==> src/rtl/anel_monitor_pkg.sv <==
// Shared definitions for the ring-counter monitor: FSM state encoding and
// error codes reported on err_code.
package anel_monitor_pkg;

  typedef enum logic [1:0] {
    SEARCH = 2'd0,
    LOCKED = 2'd1,
    FAULT  = 2'd2
  } state_t;

  localparam logic [1:0] ERR_NONE   = 2'b00;
  localparam logic [1:0] ERR_ONEHOT = 2'b01;
  localparam logic [1:0] ERR_SEQ    = 2'b10;

  localparam int unsigned PHASE_W = 3;

endpackage

==> src/rtl/anel_monitor_onehot_check.sv <==
// Combinational one-hot classifier: flags a single hot bit and returns its
// binary position.
module onehot_check
  import anel_monitor_pkg::*;
#(
  parameter int unsigned WIDTH = 6,
  parameter int unsigned IDX_W = PHASE_W
) (
  input  logic [WIDTH-1:0] q,
  output logic             is_onehot,
  output logic [IDX_W-1:0] index
);

  always_comb begin
    is_onehot = (q != '0) && ((q & (q - WIDTH'(1))) == '0);
    index     = '0;
    for (int unsigned i = 0; i < WIDTH; i++) begin
      if (q[i]) index = IDX_W'(i);
    end
  end

endmodule

==> src/rtl/anel_monitor.sv <==
// Monitors a one-hot ring counter: locks onto its rotation, counts complete
// revolutions and latches a sticky fault on any illegal or out-of-order state.
module anel_monitor
  import anel_monitor_pkg::*;
#(
  parameter int unsigned WIDTH = 6,
  parameter int unsigned CNT_W = 8
) (
  input  logic             clk,
  input  logic             clear_n,
  input  logic [WIDTH-1:0] q_in,
  input  logic             en,
  input  logic             clr_err,
  output logic             locked,
  output logic [2:0]       phase,
  output logic             wrap,
  output logic [CNT_W-1:0] rev_count,
  output logic             rev_ovf,
  output logic             error,
  output logic [1:0]       err_code
);

  state_t           state, state_next;
  logic [WIDTH-1:0] prev, prev_next, expected;
  logic [2:0]       phase_next, idx;
  logic             wrap_next, ovf_next, is_onehot, in_seq;
  logic [CNT_W-1:0] count_next;
  logic [1:0]       code_next;

  onehot_check #(
    .WIDTH (WIDTH),
    .IDX_W (3)
  ) u_onehot (
    .q         (q_in),
    .is_onehot (is_onehot),
    .index     (idx)
  );

  assign expected = {prev[WIDTH-2:0], prev[WIDTH-1]};
  assign in_seq   = is_onehot && (q_in == expected);

  always_ff @(posedge clk or negedge clear_n) begin
    if (!clear_n) state <= SEARCH;
    else          state <= state_next;
  end

  always_comb begin
    state_next = state;
    code_next  = err_code;
    if (en) begin
      unique case (state)
        SEARCH: if (is_onehot) state_next = LOCKED;
        LOCKED: begin
          if (!is_onehot) begin
            state_next = FAULT;
            code_next  = ERR_ONEHOT;
          end else if (!in_seq) begin
            state_next = FAULT;
            code_next  = ERR_SEQ;
          end
        end
        FAULT: begin
          if (clr_err) begin
            state_next = SEARCH;
            code_next  = ERR_NONE;
          end
        end
        default: state_next = SEARCH;
      endcase
    end
  end

  // Datapath next values; the revolution count only advances on an in-sequence
  // return to bit 0 while already locked, so the locking sample never wraps.
  always_comb begin
    prev_next  = prev;
    phase_next = phase;
    wrap_next  = 1'b0;
    count_next = rev_count;
    ovf_next   = rev_ovf;
    if (en) begin
      if (state == SEARCH && is_onehot) begin
        prev_next  = q_in;
        phase_next = idx;
      end else if (state == LOCKED && in_seq) begin
        prev_next  = q_in;
        phase_next = idx;
        if (q_in[0]) begin
          wrap_next  = 1'b1;
          count_next = rev_count + CNT_W'(1);
          if (rev_count == '1) ovf_next = 1'b1;
        end
      end
    end
  end

  always_ff @(posedge clk or negedge clear_n) begin
    if (!clear_n) begin
      prev      <= '0;
      phase     <= '0;
      wrap      <= 1'b0;
      rev_count <= '0;
      rev_ovf   <= 1'b0;
      err_code  <= ERR_NONE;
    end else begin
      prev      <= prev_next;
      phase     <= phase_next;
      wrap      <= wrap_next;
      rev_count <= count_next;
      rev_ovf   <= ovf_next;
      err_code  <= code_next;
    end
  end

  always_comb begin
    locked = (state == LOCKED);
    error  = (state == FAULT);
  end

endmodule

==> config.mk <==
export PLATFORM = sky130hd
export DESIGN_NAME = anel_monitor
export DESIGN_NICKNAME = d
export VERILOG_FILES = /design/src/rtl/anel_monitor_pkg.sv /design/src/rtl/anel_monitor_onehot_check.sv /design/src/rtl/anel_monitor.sv
export SDC_FILE = /design/constraint.sdc
export NUM_CORES = 1
export LEC_CHECK = 0
export CAP_MARGIN = 20
export CELL_PAD_IN_SITES_DETAIL_PLACEMENT = 1
export CELL_PAD_IN_SITES_GLOBAL_PLACEMENT = 1
export CORE_MARGIN = 5
export CORE_UTILIZATION = 39
export DETAILED_ROUTE_END_ITERATION = 7
export PLACE_DENSITY_LB_ADDON = 0.1
export SYNTH_ARGS = -nofsm -noshare
export SYNTH_HDL_FRONTEND = slang
export SYNTH_HIERARCHICAL = 1
export SYNTH_SLANG_ARGS = --single-unit
==> constraint.sdc <==
create_clock -name clk -period 2.3 [get_ports clk]
set_input_delay 0.345 -clock clk [delete_from_list [all_inputs] [get_ports clk]]
set_output_delay 0.345 -clock clk [all_outputs]
set_load 0.02 [all_outputs]
Word-level counts from Yosys, hierarchy flattened
Cells that the tools add are included.
Cells by class
  $add $sub $neg: 2
  equal/unequal tests: 7
  multiplexer cells: 20
  bitwise operators: 2
  reduce and logical (&&, ||, !) cells: 14
Operators with widths (number)
  2-bit two-way mux: 7
  3-bit two-way mux: 4
  6-bit two-way mux: 2
  4-bit AND reduction: 3
  8-bit by 1-bit adder with 8-bit output (second input constant): 1
  8-bit equality test (second input constant): 1
  6-bit AND: 1
  6-bit equality test: 1
  6-bit zero test: 1
  2-bit one-hot mux with 3 select lines: 1
  6-bit nonzero test: 1
  6-bit by 1-bit subtractor with 6-bit output (second input constant): 1
  1-bit two-way mux: 5
  5-bit AND reduction: 1
  1-bit logical AND: 4
  2-bit != test (second input constant): 2
  2-bit one-hot mux with 2 select lines: 1
  2-bit nonzero test: 2
  3-bit != test (second input constant): 1
  2-bit by 1-bit equality test with 1-bit output (second input constant): 1
  2-bit equality test (second input constant): 1
  2-bit zero test: 1
  2-bit AND reduction: 1
  1-bit inverter: 1
Word-level totals
  bits in registers: 23
  output and inout port bits: 17

Logic depth before layout (Yosys ltp)
Gate-level depths: netlist (run 1).
  depth in word-level cells: 9
  gate-level depth with buffers: 9

Hierarchy
Netlist (run 1), hierarchy kept.
By module, submodules not included
  anel_monitor: times used 1, cells each 126, area an instance 1300.0 um^2, seq. area each 575.6 um^2
  onehot_check: times used 1, cells each 17, area an instance 96.3 um^2, seq. area each 0.0 um^2

Worst setup path before layout (run 1)
No wires, ideal clock.
  path kind: register -> register
  start point: register state[1]
  end point: register rev_count[1]
  setup time: 128 ps
  arrival: 1931 ps
  path slack: 241 ps
  cell stages (with the launch flop): 8
  cell sequence: dfrtp_1 -> inv_1 -> ha_1 -> nand2_1 -> or4_1 -> buf_4 -> nor3_2 -> mux2_1
Between the ends
  elaborated cells between the ends (all ways): 6
RTL lines
  from (decl): RTL line anel_monitor.sv:23  | state_t state, state_next;
  from (signal assigned): RTL line anel_monitor.sv:44  | else state <= state_next;
  2-bit by 1-bit equality test with 1-bit output
  named net locked: RTL line anel_monitor.sv:14  | output logic locked,
  1-bit logical AND: RTL line anel_monitor.sv:85  | end else if (state == LOCKED && in_seq) begin
  4-bit AND reduction (no source line)
  to (signal assigned): RTL line anel_monitor.sv:109  | rev_count <= count_next;
  to (decl): RTL line anel_monitor.sv:17  | output logic [CNT_W-1:0] rev_count,
The timed path passes the listed nets, and every way through them passes these cells.
A chain may end at the register's enable or synchronous reset.

Final worst setup path (run 1)
  start point: input port q_in[0]
  end point: register rev_count[1]
Between the ends
  longest elaborated chain between the ends: 7
  elaborated cells between the ends (all ways): 11
Ends and longest elaborated chain
  from (decl): RTL line anel_monitor.sv:11  | input logic [WIDTH-1:0] q_in,
  6-bit by 1-bit subtractor with 6-bit output: RTL line anel_monitor_onehot_check.sv:15  | is_onehot = (q != '0) && ((q & (q - WIDTH'(1))) == '0);
  6-bit AND: RTL line anel_monitor_onehot_check.sv:15
  6-bit zero test: RTL line anel_monitor_onehot_check.sv:15
  1-bit logical AND (*): RTL line anel_monitor_onehot_check.sv:15
  named net is_onehot: RTL line anel_monitor.sv:26  | logic wrap_next, ovf_next, is_onehot, in_seq;
  1-bit logical AND, on equally long branches: RTL line anel_monitor.sv:40, anel_monitor.sv:82
  1-bit logical AND / 1-bit inverter (equally long branches)
  4-bit AND reduction (no source line) (*)
The timed path passes the listed nets; every way through them passes the cells marked *.

==> results of run 1 <==
power by group through the flow:
stage	logic (W)	registers, W	clock network [W]
global route	0.000498	0.000497	0.000218
finish	0.000448	0.000488	0.000190
global placement	0.000435	0.000493	0
floorplan	0.000245	0.000515	0
CTS	0.000452	0.000489	0.000200
detailed placement	0.000451	0.000497	0
cell usage in the layout, fill, tap and decap left out, types with 2 or more instances in the layout:
master	netlist	routed
dfrtp_1	23	23
clkdlybuf4s50_1	0	21
o211ai_1	19	19
buf_4	1	19
nand2_1	15	15
xor2_1	11	11
nand2b_1	8	8
inv_1	7	7
ha_1	6	6
nand3_1	4	4
mux2_2	4	4
nor4_2	0	4
nor2_1	4	4
dlygate4sd2_1	0	4
xnor2_1	3	3
a21oi_1	3	3
clkbuf_4	0	3
nor3b_2	0	3
nor3_1	2	2
nor4_1	6	2
nand4_1	2	2
o21ai_0	2	2
kinds of logic (layout without fill, tap and decap cells):
group,count (synthesis),after routing
xor gates and xnor gates,14,14
muxes,5,5
and+or+nand+nor,53,53
DFF,23,23
AOI/OAI and AO/OA,29,29
buffers and inverters,13,57
adders and majority gates,6,6
what timing repair did:
| action | 4_1_cts | 5_1_grt |
|---|---|---|
| setup endpoints to repair | 3 | 7 |
| gates resized for setup | 6 | 6 |
| pin swaps | 0 | 1 |
state kept, by name, indices dropped and copies added, names as in the netlist:
register and flops:
err_code 2, phase 3, prev 6, rev_count 8, rev_ovf 1, state 2
wrap 1
per-stage QoR:
stage,total power [W],setup TNS (ns),setup slack (ns)
2_1_floorplan,0.000760,0,0.241
3_3_place_gp,0.000928,-2.94,-0.240
3_5_place_dp,0.000948,-5.09,-0.355
4_1_cts,0.00114,0,0.00754
5_1_grt,0.00121,0,0.00255
6_report,0.00113,0,0.121
metal layers:
| layer | track usage (%) | share of wire, % |
|---|---|---|
| met2 | 25.5 | 49 |
| met1 | 20.0 | 46 |
| met4 | 5.11 | 0.60 |
| met5 | 0 | 0 |
| met3 | 3.19 | 4.8 |
area by class of cell:
| class | count | area (µm²) | share of cell area [%] |
|---|---|---|---|
| inverters | 7 | 26.3 | 1.37 |
| clock buffers | 4 | 26.3 | 1.37 |
| well taps | 46 | 57.6 | 3.01 |
| repair buffers | 46 | 420 | 22.0 |
| multi-input cells | 107 | 808 | 42.2 |
| flip-flops and latches | 23 | 576 | 30.1 |
critical path, stage by stage:
cell and delay [ns]:
clkdlybuf4s50_1 0.46, nor3_1 0.20, o31ai_1 0.10, nand2_1 0.09, nand2_1 0.07, or4_1 0.40, buf_4 0.19, nor3_2 0.20
mux2_1 0.33
worst paths after layout:
check,slack (ns),endpoint,cells past startpoint
setup reg to reg,0.27,rev_count[1],7
hold / removal,0.39,rev_count[5],2
setup / recovery,0.12,rev_count[1],9
hold reg to reg,0.50,rev_count[7],1
min in group clk,0.50,rev_count[7],1
max in group asynchronous,1.68,state[0],2
==> metrics.md, run 1 <==
| Metric | Value |
|---|---|
| Synthesis-to-layout area growth | `37.1%` |
| Setup crit start | `q_in[0]` |
| CP Data Arrival Time | `between 2 and 2.5 ns` |
| Hold-fix buffers at CTS | `0` |
| Crit end category | `flip-flop` |
| H-tree depth | `1` |
| Max-Cap Viols | `0` |
| Hpwl dp | `between 2 and 3 mm` |
| Main area contributors after synthesis | `dfrtp_1 (41%), o211ai_1 (10%), xor2_1 (6.9%), ha_1 (5.4%), nand2_1 (4.0%)` |
| Mux contribution to synthesized area | `4.03%` |
| Setup Fix Bufs, Post-CTS | `0` |
| Finished Layout Cells | `approximately 230` |
| Worst slew margin | `~77%` |
| Unrepaired setup endpoints after global routing | `false` |
| Compound-Gate Fraction of Synth Area | `about 15%` |
| Switch share | `between 30% and 40%` |
| First-pass GRT wire length | `~6.3 mm` |
| P_sw | `between 0.0003 and 0.0004 W` |
| Post-synth EDFFs | `0` |
| DRT Wirelength | `3.52 mm` |
| Max Slew Vio Count | `0` |
| Most frequent cells after synthesis | `dfrtp_1 (23), o211ai_1 (19), nand2_1 (15)` |
| Reg power frac | `a little over two fifths` |
| Pint | `0.000732 W` |
| P per Cell Area | `just under 600 mW/mm²` |
| Post-Route Skew | `around 0.0054 ns` |
| Post-layout instance area | `approximately 0.0019 mm²` |
| Grt ovf | `0` |
| Post-Syn Area | `0.00140 mm²` |
| Die height | `between 60 and 70 µm` |
| Clock share of power | `16.9%` |
| DR WL/cell | `15.1 µm` |
| Core area | `around 0.0034 mm²` |
| Yosys cell types | `34` |
| Sequential area share after synthesis | `between 40 and 50%` |
| Post-Route Utilization | `a little under three fifths` |
| Post-Place Cells | `around 230` |
| VDD IR-drop max | `about 0.40 mV` |
| Hold Crit Class | `in2async` |
| Syn nets | `around 160` |
| Clock sink total | `23` |
| Fin crit period | `2.18 ns` |
| Starting DRT DRC Count | `48` |
| Hold Fails Final Rpt | `0` |
| Ports | `27` |
| Reg2reg start | `state[1]` |
| Yosys top cell area share | `between 40% and 50%` |
| All-Layer GR Usage | `roughly 15%` |
| Port bufs | `26` |
| Most frequent cell after synthesis | `dfrtp_1` |
| Hold WS | `slightly below 0.4 ns` |
| Leak | `around 0.84 nW` |
| Max FO, Critical Path | `7` |
| Vias | `approximately 1300` |
| Worst skew pair latency | `0.31 ns` |
| Adder-cell share of the synthesized area | `approximately 5.4%` |
| Synth area leader | `dfrtp_1` |
| Max Root-Sink Buffers | `2` |
| CTS buffer count | `3` |
| Simple-gate share of the synthesized area | `a little over a fifth` |
| Die width | `69.8 µm` |
| Synth warn | `6` |
| Clock transition at the registers of the reported paths | `between 0.1 and 0.15 ns` |
| Final net count | `between 200 and 250` |
| Pin count of the biggest net entering global routing | `24` |
| Mean Syn Cell Area | `just under 10 µm²` |
| Initial antenna violation count | `0` |
| Clk root buf | `clkbuf_4` |
| Crit path required time | `about 2.5 ns` |
| Final Cycle Share | `a little over nine tenths` |
| Drt via density | `about 5.4` |
| Vias in the first global route | `roughly 1300` |
| Initial Utilization | `about 41%` |
| Fillers | `between 300 and 400` |
| # DRC | `0` |
| Comb pwr share | `39.8%` |
| Post-route ant nets | `0` |
| CTS tree | `yes` |
| Startpoint types | `input port` |
| Die area | `0.00488 mm²` |
| 1st-pass router iterations | `4` |
| Synth Area in XOR/XNOR | `~8.8%` |
| Slew @ Worst Pin | `approximately 0.34 ns` |
| Diode count | `0` |
| Synth async-reset ratio | `between 90% and 100%` |
| RePlAce Congestion | `slightly below 0.8` |
| Largest family of logic cells by synthesized area | `simple AND/OR/NAND/NOR gates` |
| Critical path type | `in2reg` |
| #FFs+latches synth | `23` |
| FMAX | `0.459 GHz` |
| Final setup viols | `0` |
| Primary FF master, synth | `dfrtp_1` |
| Share of layout cells above drive strength 1 | `19.8%` |
| Placed Area | `roughly 0.0019 mm²` |
| Synth Instances | `roughly 140` |
| Rows | `21` |
| Status | `completed` |
Note: power is estimated with default switching activity, not from simulation.
==> inputs of run 2 (changes only) <==
--- a/config.mk
+++ b/config.mk
@@ -9,8 +9,9 @@
 export CELL_PAD_IN_SITES_DETAIL_PLACEMENT = 1
 export CELL_PAD_IN_SITES_GLOBAL_PLACEMENT = 1
 export CORE_MARGIN = 5
-export CORE_UTILIZATION = 39
+export CORE_UTILIZATION = 47
 export DETAILED_ROUTE_END_ITERATION = 7
+export DONT_BUFFER_PORTS = 1
 export PLACE_DENSITY_LB_ADDON = 0.1
 export SYNTH_ARGS = -nofsm -noshare
 export SYNTH_HDL_FRONTEND = slang
==> metrics.md, run 2 (synthesis gave the netlist of run 1 again) <==
| Metric | Value |
|---|---|
| Post-cts resize count | `0 (-6)` |
| Worst path buffer plus inverter count | `2 (unchanged)` |
| DR WL/cell | `18.8 µm (+24%)` |
| Commonest non-fill, non-tap cell in the layout | `dfrtp_1` |
| Biggest register | `rev_count` |
| Leak | `0.660 nW (-22%)` |
| Clock sink total | `23 (unchanged)` |
| Crit path required time | `2.55 ns (+0.05 ns)` |
| CP Data Arrival Time | `2.36 ns (-0.02 ns)` |
| Cell breakdown of the critical path | `inv_1 -> ha_1 -> nand2_1 -> or4_1 -> buf_4 -> nor4_1 -> xor2_1` |
| Share of layout cells above drive strength 1 | `11.5% (-8.3 points)` |
| Fin crit period | `2.11 ns (-0.0715 ns)` |
| WP depth | `7 (-2)` |
| Post-Place Cells | `173 (-24%)` |
| CP max stage cell | `or4_1` |
| Critical path type | `reg2reg` |
| Worst slew margin | `64.5% (-13 points)` |
| Setup Fix Bufs, Post-CTS | `0 (unchanged)` |
| Startpoint types | `flip-flop` |
| Die area | `0.00416 mm² (-15%)` |
| All-Layer GR Usage | `17.2% (+1.7 points)` |
| Reg power frac | `50.2% (+6.8 points)` |
| Setup TNS | `0 ns (unchanged)` |
| Finished Layout Cells | `179 (-23%)` |
| P per Cell Area | `688 mW/mm² (+17%)` |
| Max reg flops | `8 (unchanged)` |
| Max incr delay on CP | `0.48 ns (+0.02 ns)` |
| First-pass GRT wire length | `5.66 mm (-9.4%)` |
| Switch share | `36.2% (+1.2 points)` |
| Rows | `19 (-9.5%)` |
| RePlAce Congestion | `0.761 (-4.1%)` |
| Final Cycle Share | `91.6% (-3.1 points)` |
| Max FO, Critical Path | `15 (+8)` |
| FMAX | `0.474 GHz (+3.4%)` |
| Core area | `0.00281 mm² (-17%)` |
| Clock share of power | `19.0% (+2.1 points)` |
| 1st-pass router iterations | `4 (unchanged)` |
| Hold Fails Final Rpt | `0 (unchanged)` |
| Final net count | `165 (-19%)` |
| Worst skew pair latency | `0.31 ns (about the same)` |
| Met2 Use GR | `30.9% (+5.4 points)` |
| Fillers | `337 (-13%)` |
| Clk root buf | `clkbuf_4` |
| Crit end category | `flip-flop` |
| Placed Area | `0.00145 mm² (-22%)` |
| Hpwl dp | `2.50 mm (-8.6%)` |
| Unrepaired setup endpoints after global routing | `false` |
| Vias in the first global route | `1158 (-13%)` |
| Final setup viols | `0 (unchanged)` |
| GRT busiest layer | `met2` |
| P_sw | `0.000374 W (-5.1%)` |
| Starting DRT DRC Count | `79 (+65%)` |
| Port bufs | `0 (-100%)` |
| Max-Cap Viols | `0 (unchanged)` |
| Post-layout instance area | `0.00150 mm² (-22%)` |
| Hold Crit Class | `in2reg` |
| GR Util met3 | `3.97% (+0.78 points)` |
| Hold Path Depth | `2` |
| Max Slew Vio Count | `0 (unchanged)` |
| Post-Route Skew | `0.00455 ns (-0.000901 ns)` |
| Synthesis-to-layout area growth | `7.53%` |
| Comb pwr share | `30.7% (-9.1 points)` |
| Most frequent cells in the layout | `dfrtp_1 (23), o211ai_1 (19), nand2_1 (15)` |
| CTS buffer count | `3 (unchanged)` |
| Largest registers | `rev_count (8), prev (6), phase (3)` |
| Die height | `64.5 µm (-7.6%)` |
| Initial antenna violation count | `0 (unchanged)` |
| Clock transition at the registers of the reported paths | `0.14 ns (about the same)` |
| Initial Utilization | `49.8% (+8.6 points)` |
| CTS tree | `yes` |
| Ports | `27 (unchanged)` |
| Status | `completed` |
| # DRC | `0 (unchanged)` |
| Grt ovf | `0 (unchanged)` |
| Post-route ant nets | `0 (unchanged)` |
| VDD IR-drop max | `0.374 mV (-6.7%)` |
| Drt via density | `6.20 (+14%)` |
| H-tree depth | `1 (unchanged)` |
| DRT Wirelength | `3.36 mm (-4.5%)` |
| Vias | `1109 (-12%)` |
| Delay-heaviest family, CP | `simple AND/OR/NAND/NOR gates` |
| R2R cell count | `7 (unchanged)` |
| Slew @ Worst Pin | `0.528 ns (+0.191 ns)` |
| Pin count of the biggest net entering global routing | `24 (unchanged)` |
| Die width | `64.5 µm (-7.6%)` |
| Met1 usage | `21.1% (+1.2 points)` |
| Pint | `0.000659 W (-10%)` |
| Max Root-Sink Buffers | `2 (unchanged)` |
| Diode count | `0 (unchanged)` |
## run 2: cell count changes in the layout (fill, tap and decap cells not counted)
| cell | delta |
|---|---|
| buf_12 | -1 |
| buf_4 | -14 |
| buf_8 | +1 |
| clkbuf_1 | -1 |
| clkdlybuf4s50_1 | -21 |
| clkinvlp_4 | +1 |
| dlygate4sd2_1 | -4 |
| dlygate4sd3_1 | +1 |
| dlymetal6s2s_1 | -1 |
| nor3b_1 | +3 |
| nor3b_2 | -3 |
| nor4_1 | +4 |
| nor4_2 | -4 |
## run 2: layout make-up
class / count / area [µm²] / share of cell area (%)
well taps: 31 / 38.8 / 2.58
multi-input cells: 107 / 768 / 51.2
repair buffers: 7 / 62.6 / 4.17
flip-flops and latches: 23 / 576 / 38.3
clock buffers: 3 / 22.5 / 1.50
clock inverters: 1 / 7.51 / 0.500
inverters: 7 / 26.3 / 1.75
## run 2: final timing paths
kind	slack, ns	end	start
setup / recovery	0.19	rev_count[7]	state[1]
hold / removal	0.17	prev[5]	q_in[5]
setup reg to reg	0.19	rev_count[7]	state[1]
hold reg to reg	0.57	state[1]	state[1]
max in group asynchronous	1.45	prev[4]	clear_n
min in group asynchronous	0.39	rev_count[4]	clear_n
## run 2: power groups by stage
| stage | registers, W | logic [W] | clock network (W) |
|---|---|---|---|
| 2_1_floorplan | 0.000515 | 0.000245 | 0 |
| 3_3_place_gp | 0.000523 | 0.000296 | 0 |
| 3_5_place_dp | 0.000529 | 0.000308 | 0 |
| 4_1_cts | 0.000520 | 0.000319 | 0.000206 |
| 5_1_grt | 0.000525 | 0.000356 | 0.000230 |
| 6_report | 0.000519 | 0.000317 | 0.000197 |
## run 2: stage by stage
stage / worst slack, ns / power [W] / util [%] / hold slack (ns)
2_1_floorplan: 0.241 / 0.000760 / - / 0.0494
3_5_place_dp: 0.114 / 0.000837 / 51.6 / 0.0501
6_report: 0.192 / 0.00103 / 53.5 / 0.170
5_1_grt: 0.0166 / 0.00111 / 53.5 / 0.142
4_1_cts: 0.168 / 0.00105 / 53.0 / 0.157
3_3_place_gp: 0.255 / 0.000819 / 51.6 / 0.0500
## run 2: layer usage
metal | share of wire (%) | vias up
li1 | - | 527
met1 | 45 | 551
met2 | 49 | 26
met3 | 5.2 | 5
met4 | 0.74 | 0
met5 | 0 | -
## run 2: timing repair
item,CTS,global route
hold buffers,1,0
hold endpoints to repair,23,0
setup endpoints to repair,0,0
==> variant 1, RTL diff (flow settings as in run 2) <==
Remove the register `wrap`: a continuous assignment takes its place, so the output `wrap` follows one clock earlier.
--- a/src/rtl/anel_monitor.sv
+++ b/src/rtl/anel_monitor.sv
@@ -98,19 +98,19 @@
     if (!clear_n) begin
       prev      <= '0;
       phase     <= '0;
-      wrap      <= 1'b0;
       rev_count <= '0;
       rev_ovf   <= 1'b0;
       err_code  <= ERR_NONE;
     end else begin
       prev      <= prev_next;
       phase     <= phase_next;
-      wrap      <= wrap_next;
       rev_count <= count_next;
       rev_ovf   <= ovf_next;
       err_code  <= code_next;
     end
   end
+
+  assign wrap = wrap_next;
 
   always_comb begin
     locked = (state == LOCKED);
Behaviour: not the same (a bounded check fails within 4 cycles, from zero or initial values).
==> variant 1 against run 2 <==
Sequential cell count down 1; worst setup slack worse by 0.13 ns; routed wire length down 0.15%; power up 5.4%; critical path depth down 1; largest cell class unchanged; final area up 4.1%; synthesized area down 1.8%; highest routed layer unchanged; non-clock buffer count up 6.
==> variant 1: results (changes against run 2) <==
* Mapped Nets at 158 (-0.63%)
* Wl on met1 at 1.59 mm (+5.9%)
* Share of layout cells above drive strength 1 at 19.0% (+7.5 points)
* Worst setup path endpoint: wrap
* Leak pwr at 0.693 nW (+5.1%)
* Sequential share of power at 46.5% (-3.7 points)
* Number of nets in the layout at 170 (+3.0%)
* Arrival time worst endpoint at 1.89 ns (-0.47 ns)
* Placed inst area at 1450 µm² (+0.17%)
* Global-route wire length before repair at 5.69 mm (+0.37%)
* Outcome: completed
* Final weighted congestion of routability-driven global placement at 0.782 (+2.8%)
* Power dissipated in the clock network at 223 µW (+13%)
* Largest net degree at the start of global routing at 23 (-4.2%)
* Dpl ws at 0.111 ns (-0.00280 ns)
* Synth top cells by count: 22 x sky130_fd_sc_hd__dfrtp_1, 19 x sky130_fd_sc_hd__o211ai_1, 15 x sky130_fd_sc_hd__nand2_1
* Flop-to-flop setup slack at 0.11 ns (-0.08 ns)
* DP HPWL at 2.43 mm (-2.9%)
* Worst Tran Pin Value at 0.607 ns (+0.0789 ns)
* Synth Area in Compound Gates at 15.3% (+0.27 points)
* Met3 routed WL at 133 µm (-24%)
* Max Fclk at 447 MHz (-5.9%)
* Length of routed met2 wiring at 1.57 mm (-5.1%)
* Hold path endpoint: phase[0]
* Critical path's slowest cell: sky130_fd_sc_hd__or4_4
variant 1: final cells by class:
type / count / area [µm²] / area share, %
sequential: 22 / 552 / 35.3
timing repair buffer: 13 / 111 / 7.13
inverter: 7 / 26.3 / 1.68
multi-input combinational: 107 / 798 / 51.1
tap: 31 / 38.8 / 2.48
clock buffer: 4 / 36.3 / 2.32
variant 1: per-layer routing:
| metal | vias up | global-route usage [%] |
|---|---|---|
| li1 | 535 | - |
| met1 | 550 | 22.5 |
| met2 | 20 | 27.9 |
| met3 | 5 | 4.20 |
| met4 | 0 | 7.01 |
| met5 | - | 0 |
variant 1: per-stage QoR:
stage          instances  power (mW)
6_report             184        1.09
5_1_grt              184        1.17
4_1_cts              182        1.08
3_5_place_dp         175       0.822
3_3_place_gp         175       0.805
2_1_floorplan        142       0.742
variant 1: repair_timing:
action | 4_1_cts | 5_1_grt
setup endpoints to repair | 1 | 1
setup buffers | 2 | 2
hold buffers | 1 | 0
endpoints found under the hold margin | 22 | 0
pin swaps | 0 | 3
resized for setup | 5 | 4
==> variant 2, RTL diff (settings of run 2) <==
Without the edit above. Change the parameter `CNT_W` from 8 to 12.
--- a/src/rtl/anel_monitor.sv
+++ b/src/rtl/anel_monitor.sv
@@ -4,7 +4,7 @@
   import anel_monitor_pkg::*;
 #(
   parameter int unsigned WIDTH = 6,
-  parameter int unsigned CNT_W = 8
+  parameter int unsigned CNT_W = 12
 ) (
   input  logic             clk,
   input  logic             clear_n,
Interface: changed (resized rev_count); port bits go from 27 to 31. The function was not compared with the original's and may differ.
==> variant 2 against run 2 <==
Power up 24%; sequential cell count up 4; via count down 18%; count of clock-buffer cells in the layout unchanged; sequential power up 36%; fmax up 1.8%; final area up 1.8%; synthesized area up 0.99%; final cell count down 10%; routed wire length down 18%; worst setup slack better by 0.037 ns; critical path depth up 1; clock power up 13%; critical endpoint is now rev_count[5]; largest power group unchanged.
==> variant 2: results (changes against run 2) <==
* Buffers from clock root to sink, at most at 2 (unchanged)
* Top cells by area in the synthesized netlist: sky130_fd_sc_hd__dfrtp_1 48%, sky130_fd_sc_hd__mux2_2 11%, sky130_fd_sc_hd__xnor2_1 7.5%
* Detailed router's first-iteration violation count at 32 (-59%)
* Number of nets in the layout at 147 (-11%)
* Worst min-delay path category: input port to register
* Drt first pass iters at 4 (unchanged)
* Capture instance of the worst register-to-register path: rev_count[5]
* H-tree level count at 1 (unchanged)
* Worst Hold Path Cells at 1 (-1)
* Total inserted antenna cells at 0 (unchanged)
* Worst Tran Pin Value at 0.487 ns (-0.0402 ns)
* Critical path's slowest cell: sky130_fd_sc_hd__or4_4
* Ratio of routed vias to standard cells at 5.68 (-8.4%)
* Hold buffers post-CTS at 2 (+1)
* Largest net degree at the start of global routing at 28 (+17%)
* Worst reg-to-reg path cell count at 8 (+1)
* Endpoint type of the worst setup path: register
* Number of routed nets with antenna violations at 0 (unchanged)
* DP HPWL at 2.11 mm (-16%)
* Arrival time worst endpoint at 2.32 ns (-0.04 ns)
* Number of buffer cells added on primary ports at 0 (unchanged)
* Mapped Nets at 137 (-14%)
* Buffers inserted during post-CTS setup optimization at 0 (unchanged)
* Flop-to-flop setup slack at 0.23 ns (+0.04 ns)
* Hold path endpoint: prev[5]
* Leak pwr at 0.722 nW (+9.5%)
* Vias in the first global route at 977 (-16%)
* Synth top cells by count: 27 x sky130_fd_sc_hd__dfrtp_1, 14 x sky130_fd_sc_hd__mux2_2, 12 x sky130_fd_sc_hd__xnor2_1
* Number of warnings printed during yosys synthesis at 6 (unchanged)
* Most used standard cell by instance count after synthesis: sky130_fd_sc_hd__dfrtp_1
* Global routing usage summed across all routing layers at 14.7% (-2.5 points)
* Unique cell type count in the Yosys netlist at 28 (-18%)
* Startpoint of the most critical hold path: q_in[5]
* Peak supply drop at 0.431 mV (+15%)
* Quantity of gates resized following cts at 0 (unchanged)
* Max-Cap Viols at 0 (unchanged)
* Peak fanout along the critical path at 6 (-9)
* CTS root buf: sky130_fd_sc_hd__clkbuf_4
* Startpoint type of the worst setup path: register
* Share of layout cells above drive strength 1 at 23.1% (+12 points)
* Global-route wire length before repair at 4.74 mm (-16%)
* Skew-Pair Late Insertion Delay at 0.34 ns (+0.03 ns)
* Setup Skew at 0.00416 ns (-0.000386 ns)
* Clock input transition at the sequential cells of the worst setup and hold paths at 0.16 ns (+0.02 ns)
* Part of the Yosys area used for sequential elements at 47.9% (+6.7 points)
* Final weighted congestion of routability-driven global placement at 0.768 (+0.95%)
* Reg-to-reg critical path startpoint: state[1]
* Largest stage delay, worst path at 0.45 ns (-0.03 ns)
* Outcome: completed
* Initial antenna violation count at 0 (unchanged)
* Clock buffers created by TritonCTS at 3 (unchanged)
* Routed wire per std cell at 17.1 µm (-8.8%)
* Async set-or-reset flop fraction in the synthesized netlist at 100% (unchanged)
* Largest regs: rev_count x12, prev x6, phase x3
==> variant 2: cell type report <==
cell class	instances	area, µm²
fillers	300	1280
multi-input cells	88	704
flip-flops and latches	27	676
repair buffers	6	60.1
well taps	31	38.8
clock buffers	3	22.5
inverters	5	18.8
clock inverters	1	7.51
==> variant 2: cell families after synthesis <==
| group | Yosys count | share of synthesized area [%] |
|---|---|---|
| AND/OR/NAND/NOR | 42 | 18.3 |
| flip-flops | 27 | 47.9 |
| XOR/XNOR | 18 | 11.7 |
| multiplexers | 14 | 11.2 |
| AO/OA/AOI/OAI | 8 | 3.46 |
| buffers and inverters | 6 | 2.13 |
| adder cells (fa/ha/maj) | 6 | 5.32 |
==> variant 2: worst max-delay path: cells and delay by family, from the launching register on <==
family	cells	cell delay, ns
XOR/XNOR	1	0.15
flip-flops	1	0.43
AND/OR/NAND/NOR	4	0.86
adder cells (fa/ha/maj)	1	0.20
buffers and inverters	2	0.33
==> variant 2: power by group <==
group	switching (mW)	internal, mW	total (mW)
registers	0.123	0.582	0.705
clock network	0.156	0.0668	0.223
logic	0.160	0.190	0.350
==> variant 2: through the flow <==
| step | hold slack (ns) | std cells | util (%) | cell area (µm²) | setup slack, ns |
|---|---|---|---|---|---|
| global placement | 0.0501 | 155 | 52.3 | 1470 | 0.239 |
| floorplan | 0.0494 | 121 | - | 1410 | 0.253 |
| global route | 0.0957 | 161 | 54.5 | 1530 | 0.131 |
| finish | 0.137 | 161 | 54.5 | 1530 | 0.229 |
| CTS | 0.122 | 161 | 54.5 | 1530 | 0.215 |
| detailed placement | 0.0501 | 155 | 52.3 | 1470 | 0.175 |
==> variant 2: per-layer routing <==
metal | part of all wire [%] | track usage (%)
met3 | 5.9 | 4.32
met5 | 0 | 0
met1 | 45 | 18.8
met4 | 1.3 | 5.54
met2 | 48 | 23.4
